File: src/rtl/add_share_pkg.sv
// Shared types and constants for the chunked add/subtract sequencer.
package add_share_pkg;

    localparam int CHUNK_W = 7;
    localparam int NCHUNK  = 2;
    localparam int OP_W    = CHUNK_W * NCHUNK;

    typedef enum logic [1:0] {IDLE, LO, HI, RESP} state_t;

    // Carry out of a bit position rebuilt from its operands and sum bit:
    // when a^b is set the sum bit is the inverted carry-in, which is also the carry-out.
    function automatic logic chunk_carry(input logic a, input logic b, input logic s);
        return (a & b) | ((a ^ b) & ~s);
    endfunction

endpackage

File: src/rtl/alt_carry_look_ahead_adder_cin7.sv
// 7-bit carry-look-ahead adder with carry-in and no carry-out port.
module alt_carry_look_ahead_adder_cin7
    import add_share_pkg::*;
(
    input  logic [CHUNK_W-1:0] a,
    input  logic [CHUNK_W-1:0] b,
    input  logic               cin,
    output logic [CHUNK_W-1:0] sum
);

    logic [CHUNK_W-1:0] g;
    logic [CHUNK_W-1:0] p;
    logic [CHUNK_W-1:0] c;
    logic               cy;
    logic               prop;

    assign g = a & b;
    assign p = a ^ b;

    // Each carry is the flattened OR of generate terms gated by the propagate run above them.
    always_comb begin
        c    = '0;
        cy   = 1'b0;
        prop = 1'b1;
        c[0] = cin;
        for (int i = 1; i < CHUNK_W; i++) begin
            cy   = 1'b0;
            prop = 1'b1;
            for (int j = i - 1; j >= 0; j--) begin
                cy   = cy | (g[j] & prop);
                prop = prop & p[j];
            end
            c[i] = cy | (prop & cin);
        end
    end

    assign sum = p ^ c;

endmodule

File: src/rtl/add_share_sequencer.sv
// Round-robin arbiter that runs 14-bit add/sub ops through one 7-bit adder in two passes.
module add_share_sequencer #(
    parameter int CHUNK_W = 7,
    parameter int NCHUNK  = 2
) (
    input  logic                        clk,
    input  logic                        rst_n,
    input  logic                        req0_valid,
    output logic                        req0_ready,
    input  logic [CHUNK_W*NCHUNK-1:0]   req0_a,
    input  logic [CHUNK_W*NCHUNK-1:0]   req0_b,
    input  logic                        req0_cin,
    input  logic                        req0_sub,
    input  logic                        req1_valid,
    output logic                        req1_ready,
    input  logic [CHUNK_W*NCHUNK-1:0]   req1_a,
    input  logic [CHUNK_W*NCHUNK-1:0]   req1_b,
    input  logic                        req1_cin,
    input  logic                        req1_sub,
    output logic                        rsp0_valid,
    input  logic                        rsp0_ready,
    output logic [CHUNK_W*NCHUNK-1:0]   rsp0_sum,
    output logic                        rsp0_cout,
    output logic                        rsp0_ovf,
    output logic                        rsp1_valid,
    input  logic                        rsp1_ready,
    output logic [CHUNK_W*NCHUNK-1:0]   rsp1_sum,
    output logic                        rsp1_cout,
    output logic                        rsp1_ovf
);
    import add_share_pkg::*;

    localparam int W = CHUNK_W * NCHUNK;

    state_t             state;
    logic               owner;
    logic               last_grant;
    logic [W-1:0]       op_a;
    logic [W-1:0]       op_b;
    logic               c0;
    logic               k;
    logic [W-1:0]       res;
    logic               cout_r;
    logic               ovf_r;
    logic [1:0]         rsp_vld;

    logic               any_req;
    logic               win;
    logic               idle;
    logic [W-1:0]       sel_a;
    logic [W-1:0]       sel_b;
    logic               sel_cin;
    logic               sel_sub;
    logic               rsp_take;

    logic [CHUNK_W-1:0] add_a;
    logic [CHUNK_W-1:0] add_b;
    logic               add_cin;
    logic [CHUNK_W-1:0] add_s;

    // On contention the requester that did not go last wins.
    always_comb begin
        win = 1'b0;
        if (req0_valid && req1_valid) win = ~last_grant;
        else if (req1_valid)          win = 1'b1;
    end

    assign any_req    = req0_valid | req1_valid;
    assign idle       = rst_n && (state == IDLE);
    assign req0_ready = idle & any_req & ~win;
    assign req1_ready = idle & any_req & win;

    assign sel_a    = win ? req1_a   : req0_a;
    assign sel_b    = win ? req1_b   : req0_b;
    assign sel_cin  = win ? req1_cin : req0_cin;
    assign sel_sub  = win ? req1_sub : req0_sub;
    assign rsp_take = owner ? rsp1_ready : rsp0_ready;

    assign add_a   = (state == HI) ? op_a[W-1:CHUNK_W] : op_a[CHUNK_W-1:0];
    assign add_b   = (state == HI) ? op_b[W-1:CHUNK_W] : op_b[CHUNK_W-1:0];
    assign add_cin = (state == HI) ? k : c0;

    alt_carry_look_ahead_adder_cin7 u_adder (
        .a   (add_a),
        .b   (add_b),
        .cin (add_cin),
        .sum (add_s)
    );

    always_ff @(posedge clk or negedge rst_n) begin
        if (!rst_n) begin
            state      <= IDLE;
            owner      <= 1'b0;
            last_grant <= 1'b1;
            op_a       <= '0;
            op_b       <= '0;
            c0         <= 1'b0;
            k          <= 1'b0;
            res        <= '0;
            cout_r     <= 1'b0;
            ovf_r      <= 1'b0;
            rsp_vld    <= 2'b00;
        end else begin
            case (state)
                IDLE: if (any_req) begin
                    owner <= win;
                    op_a  <= sel_a;
                    op_b  <= sel_sub ? ~sel_b : sel_b;
                    c0    <= sel_sub | sel_cin;
                    state <= LO;
                end
                LO: begin
                    res[CHUNK_W-1:0] <= add_s;
                    k     <= chunk_carry(op_a[CHUNK_W-1], op_b[CHUNK_W-1], add_s[CHUNK_W-1]);
                    state <= HI;
                end
                HI: begin
                    res[W-1:CHUNK_W] <= add_s;
                    cout_r  <= chunk_carry(op_a[W-1], op_b[W-1], add_s[CHUNK_W-1]);
                    ovf_r   <= (op_a[W-1] == op_b[W-1]) && (add_s[CHUNK_W-1] != op_a[W-1]);
                    rsp_vld <= owner ? 2'b10 : 2'b01;
                    state   <= RESP;
                end
                RESP: if (rsp_take) begin
                    rsp_vld    <= 2'b00;
                    last_grant <= owner;
                    state      <= IDLE;
                end
                default: state <= IDLE;
            endcase
        end
    end

    assign rsp0_valid = rsp_vld[0];
    assign rsp1_valid = rsp_vld[1];
    assign rsp0_sum   = res;
    assign rsp1_sum   = res;
    assign rsp0_cout  = cout_r;
    assign rsp1_cout  = cout_r;
    assign rsp0_ovf   = ovf_r;
    assign rsp1_ovf   = ovf_r;

endmodule

File: config.mk
export PLATFORM = sky130hd
export DESIGN_NAME = add_share_sequencer
export DESIGN_NICKNAME = d
export VERILOG_FILES = /design/src/rtl/add_share_pkg.sv /design/src/rtl/alt_carry_look_ahead_adder_cin7.sv /design/src/rtl/add_share_sequencer.sv
export SDC_FILE = /design/constraint.sdc
export NUM_CORES = 1
export LEC_CHECK = 0
export CAP_MARGIN = 40
export CORE_MARGIN = 1
export CORE_UTILIZATION = 57
export CTS_CLUSTER_SIZE = 24
export DETAILED_ROUTE_END_ITERATION = 6
export DONT_BUFFER_PORTS = 1
export GPL_TIMING_DRIVEN = 0
export PLACE_DENSITY = 0.75
export SYNTH_ARGS = -nofsm -noshare
export SYNTH_HDL_FRONTEND = slang
export SYNTH_SLANG_ARGS = --single-unit
export TNS_END_PERCENT = 20
File: constraint.sdc
create_clock -name clk -period 3.5 [get_ports clk]
set_input_delay 0.7 -clock clk [delete_from_list [all_inputs] [get_ports clk]]
set_output_delay 0.7 -clock clk [all_outputs]
set_load 0.01 [all_outputs]
==> results.cfg, run 1 <==
[run_status]
status = finished clean

[worst_hold_path]
hp-class = in2async

[sta]
final.min_clock_period_ps = 3300
fin_tns_setup_ps = 0
hold_slack_ps = 81.3
max_freq_mhz = 303
tightest_slew_ps = 609
finClkSkew_ps = 8.66
hold_violations = 0
rsz0062_at_grt = false
finalSetupViolCount = 0
post-route-period-util_pct = 94.4
drv_slew = 0
slew_headroom_pct = 59.4

[setup_path]
end_kind = flip-flop
crit_required_ps = 3730
r2r_cells = 12
path_buf_inv = 3
startpoint = state[0]
rrSetupSlack_ps = 200
crit_family = compound AO/OA/AOI/OAI gates
timing.rr.end = rsp0_cout
startpoint_type = flip-flop
slowest_stage = dfrtp_1
crit_path_max_incr_delay_ps = 430
cp.arrival_ps = 3540
crit_type = reg2reg
path_cells = inv_1 > ha_1 > clkbuf_4 > clkbuf_4 > mux2_2 > ha_1 > a21o_1 > a311o_1 > nand2_2 > o221ai_2 > or3b_1 > a31oi_1
cp_max_fo = 10
reg2reg_from = state[0]
crit_cells = 12
crit_path_end = rsp0_cout

[die]
die_w_microns = 75.7
coreArea_sq_um = 5170
die_height_microns = 75.7
ioPinCount = 102
initial_core_util_pct = 59.8
rows = 26
fp.dieArea_sq_um = 5720

[route]
vias_per_cell = 5.75
first_pass_iters = 4
drc = 0
num_vias = 2169
drt_iter0_drc = 83
wl_mm = 5.94
route.detailed.wl_per_inst_microns = 15.8
postRouteAntennaNets = 0

[logic_synthesis]
synth_commonest_cells = dfrtp_1, mux2i_1, nand2_1
synth-edff-count = 0
syn_inst = 299
yosys.area.top_type = dfrtp_1
yosys.area.top_type_share_pct = 41.3
ys_types = 40
yosysMostFrequentCell = dfrtp_1
async_flop_share_pct = 100
ys_warn_count = 0
yosys-top-cells-area = dfrtp_1, mux2i_1, mux2_2, xnor2_1, ha_1
ys.flop_type = dfrtp_1
yosysSeqAreaShare_pct = 42.1
syn-num-nets = 378
ys_seq_elements = 52
synth_area_sq_um = 3090
avgSynthCellArea_sq_um = 10.3

[clock_network]
clk_pin_slew_ps = 90
worstSkewPairLatency_ps = 300
cts-root-buf = clkbuf_8
cts_max_level = 2
cts_made_buffers = 5
cts_tree = built
postCtsSetupRepairBufs = 0
clockBufferDepth = 2
clock-sinks = 52

[global_routing]
grt_pass1_vias = 2052
grt.overflow.total = 0
grtUsageTotal_pct = 22.8
gr-usage-met1_pct = 29.1
grtUsageMet2_pct = 38.9
busiest_layer = met2
grt_pass1_wl_mm = 9.46
grt_max_degree = 55
antenna_found_initial = 0
met3_usage_pct = 4.89

[place]
port_buffers = 0
dp_hpwl_mm = 4.52
place.gp.congestion = 0.818
dpl_cell_area_sq_um = 3180

[power_and_ir_drop]
p_seq_share_pct = 32.0
combPwrFrac_pct = 57.1
netSwitchingFraction_pct = 41.9
ir_drop_uv = 458
power_switching_w = 0.00155
p_int_w = 0.00215
p_per_area_nw_per_um2 = 1120
power.leakage_nw = 1.53
clkPwrFrac_pct = 10.9

[finish]
final_cell_area_sq_um = 3300
final_util_pct = 63.8
drive_gt1_share_pct = 19.5
area_delta_synth_final_pct = 6.68
finalNetCount = 385
num_antenna_cells = 0

[run]
cap_violations = 0
[timing repair]
| item | 4_1_cts | 5_1_grt |
|---|---|---|
| gates resized for setup | 2 | 6 |
| hold buffers | 0 | 0 |
| setup endpoints to repair | 11 | 4 |
[cells by family after synthesis]
kind of cell    after synthesis  share of synthesized area [%]
xor+xnor                     22                           6.23
compound gates               61                           11.8
fa+ha+maj                    13                           5.50
mux                          57                           19.7
simple gates                 54                           7.61
flops                        52                           42.1
buf+inv                      40                           7.08
[state kept, by name, summed over array words and instances (netlist names)]
register    cells
op_a           14
op_b           14
rsp0_sum       14
rsp_vld         2
state           2
c0              1
k               1
last_grant      1
owner           1
rsp0_cout       1
rsp0_ovf        1
[power by group through the flow]
stage | clock [W] | sequential (W) | combinational (W)
final | 0.000402 | 0.00118 | 0.00211
after global routing | 0.000435 | 0.00124 | 0.00238
after CTS | 0.000414 | 0.00119 | 0.00209
after detailed placement | 0 | 0.00120 | 0.00208
after global placement | 0 | 0.00118 | 0.00203
after floorplan | 0 | 0.00113 | 0.00173
[per-stage QoR]
stage	total power [W]	cells	setup slack [ps]
6_report	0.00369	377	196
4_1_cts	0.00369	377	26.9
5_1_grt	0.00405	377	20.8
3_5_place_dp	0.00328	369	-374
3_3_place_gp	0.00321	369	-360
2_1_floorplan	0.00286	299	166
[worst reg2reg max path: stages, from the launching register on]
cell and delay, ps:
dfrtp_1 430, inv_1 90, ha_1 180, clkbuf_4 230, clkbuf_4 260, mux2_2 380
ha_1 350, a21o_1 190, a311o_1 380, nand2_2 110, o221ai_2 110, or3b_1 370
a31oi_1 160
[area by class of cell]
type	count	area (sq um)
tap	70	87.6
multi-input combinational	207	1570
clock buffer	6	72.6
fill	439	1870
buffer	31	193
sequential	52	1300
inverter	9	33.8
clock inverter	2	35.0
[how the worst min path moves through the flow]
| stage | from | end | slack [ps] | depth (start not counted) |
|---|---|---|---|---|
| final | rst_n | rsp_vld[1] | 80 | 0 |
| after global routing | rst_n | op_a[3] | 60 | 0 |
| after CTS | rst_n | op_a[3] | 70 | 0 |
| after detailed placement | rst_n | rsp_vld[1] | 410 | 0 |
| after global placement | rst_n | rsp_vld[1] | 410 | 0 |
| after floorplan | rst_n | c0 | 400 | 0 |
[metal layers]
layer  wire length [microns]  vias up  part of all wire (%)
li1                        -     1034                     -
met1                    2620     1030                    44
met2                    2920       99                    49
met3                     333        6                   5.6
met4                      71        0                   1.2
met5                       0        -                     0
[layout by cell type (no fill, tap or decap), types with 3 or more instances in the layout]
cell and instances:
o22ai_1 3, mux2i_1 32, nand2_1 31, a21o_1 4, o21ai_0 29, buf_2 4
nor2_1 12, buf_4 17, ha_1 12, mux2_2 23, clkbuf_8 5, dfrtp_1 51
xnor2_1 19, clkbuf_1 9, a21oi_1 10, inv_1 9, xor2_1 3
Note: power is estimated with default switching activity, not from simulation.
==> inputs of run 2 (changes only) <==
Settings changed: CORE_UTILIZATION 57 to 42, DONT_BUFFER_PORTS 1 to not set, PLACE_DENSITY 0.75 to 0.77.
==> run 2 against run 1 <==
Net effect: clock power about the same; flip-flop and latch count unchanged; combinational power up 26%; worst hold slack better by 260 ps; sequential power down 5%; first-iteration DRC count up 3.6%; routed wire length up 15%; die area up 35%; final cell count up 34%.
==> results.cfg, run 2 (same netlist as run 1, synthesis figures left out) <==
[setup_path]
reg2reg_from = state[0]
timing.rr.end = rsp0_cout
crit_family = buffers and inverters
crit_path_max_incr_delay_ps = 530
startpoint_type = input port
cp_max_fo = 19
path_buf_inv = 4
cp.arrival_ps = 2700
r2r_cells = 12
crit_required_ps = 2800
slowest_stage = clkdlybuf4s50_1
crit_top_cell = clkdlybuf4s50_1
crit_type = in2out
rrSetupSlack_ps = 220
path_cells = clkdlybuf4s50_1 > a21boi_1 > buf_2 > buf_8 > and3_1 > clkdlybuf4s50_1
end_kind = output port

[clock_network]
cts-root-buf = clkbuf_8
cts_max_level = 2
clockBufferDepth = 2
postCtsSetupRepairBufs = 0
worstSkewPairLatency_ps = 310
clock-sinks = 52
ctsHoldBuffers = 0
cts_tree = built
clk_pin_slew_ps = 90
cts_made_buffers = 5

[finish]
final_cells = 504
num_antenna_cells = 0
final_common_cell = clkdlybuf4s50_1
finalNetCount = 486
mostFrequentLayoutCells = clkdlybuf4s50_1, dfrtp_1, mux2i_1
num-fill-cells = 589
drive_gt1_share_pct = 14.7
area_delta_synth_final_pct = 41.0

[route]
drt_iter0_drc = 86
vias_per_cell = 4.93
postRouteAntennaNets = 0
drc = 0
first_pass_iters = 4
wl_mm = 6.84
num_vias = 2487
route.detailed.wl_per_inst_microns = 13.6

[die]
die_w_microns = 87.8
ioPinCount = 102
fp.dieArea_sq_um = 7710
die_height_microns = 87.8
coreArea_sq_um = 6940
initial_core_util_pct = 44.5
rows = 30

[sta]
slew_headroom_pct = 61.8
post-route-period-util_pct = 97.1
rsz0062_at_grt = false
drv_slew = 0
hold_violations = 0
fin_tns_setup_ps = 0
hold_slack_ps = 339
tightest_slew_ps = 573
max_freq_mhz = 294
final.min_clock_period_ps = 3400
setup_slack_ps = 103
finalSetupViolCount = 0
finClkSkew_ps = 5.91

[power_and_ir_drop]
power_w = 0.00418
p_per_area_nw_per_um2 = 958
power.leakage_nw = 1.93
ir_drop_uv = 367

[global_routing]
busiest_layer = met2
grt_max_degree = 36
grtUsageMet2_pct = 35.1
grt_pass1_wl_mm = 11.7
antenna_found_initial = 0
grt.overflow.total = 0
grt_pass1_vias = 2572
grtUsageTotal_pct = 19.7
gr-usage-met1_pct = 23.7
met3_usage_pct = 3.96

[run]
cap_violations = 0

[place]
dp.cells = 497
dp_hpwl_mm = 5.60
place.gp.congestion = 0.797
pre_cts_slack_ps = -444
port_buffers = 101

[worst_hold_path]
hp-class = in2async

[run_status]
status = finished clean
[run 2: metrics by stage]
stage / instance area (sq um) / utilization [%]
final: 4360 / 62.8
after global routing: 4360 / 62.8
after CTS: 4350 / 62.7
after detailed placement: 4240 / 61.0
after global placement: 4220 / 60.8
after floorplan: 3090 / -
[run 2: worst max path at each step]
stage | start | endpoint | slack (ps) | cells past startpoint
after floorplan | state[0] | k | 170 | 12
after global placement | rst_n | req1_ready | -960 | 3
after detailed placement | state[0] | rsp0_sum[13] | -440 | 12
after CTS | state[0] | rsp0_sum[13] | 10 | 12
after global routing | req1_valid | req1_ready | 8 | 6
final | req1_valid | req1_ready | 100 | 6
[run 2: report_power, final]
group          total, W  internal (W)  switching, W  leakage (nW)
registers       0.00112      0.000918      0.000201         0.626
logic           0.00266       0.00141       0.00125          1.25
clock network  0.000401      0.000212      0.000188        0.0552
total           0.00418       0.00254       0.00164          1.93
[run 2: layout make-up]
class	instances	area (sq um)	area share, %
Clock inverter	2	35.0	0.804
Buffer	30	198	4.54
Inverter	9	33.8	0.775
Timing Repair Buffer	102	1030	23.5
Tap cell	96	120	2.76
Clock buffer	6	72.6	1.67
Sequential cell	52	1300	29.9
Multi-Input combinational cell	207	1570	36.0
[run 2: what timing repair did]
item	in CTS	in global routing
resized for setup	6	6
pin swaps	0	0
hold endpoints to repair	0	0
endpoints found under the setup margin	13	6
[run 2: per-layer routing]
layer,up-vias,wire (microns)
met3,13,363
met5,-,0
met1,1157,2930
met2,83,3420
li1,1234,-
met4,0,131
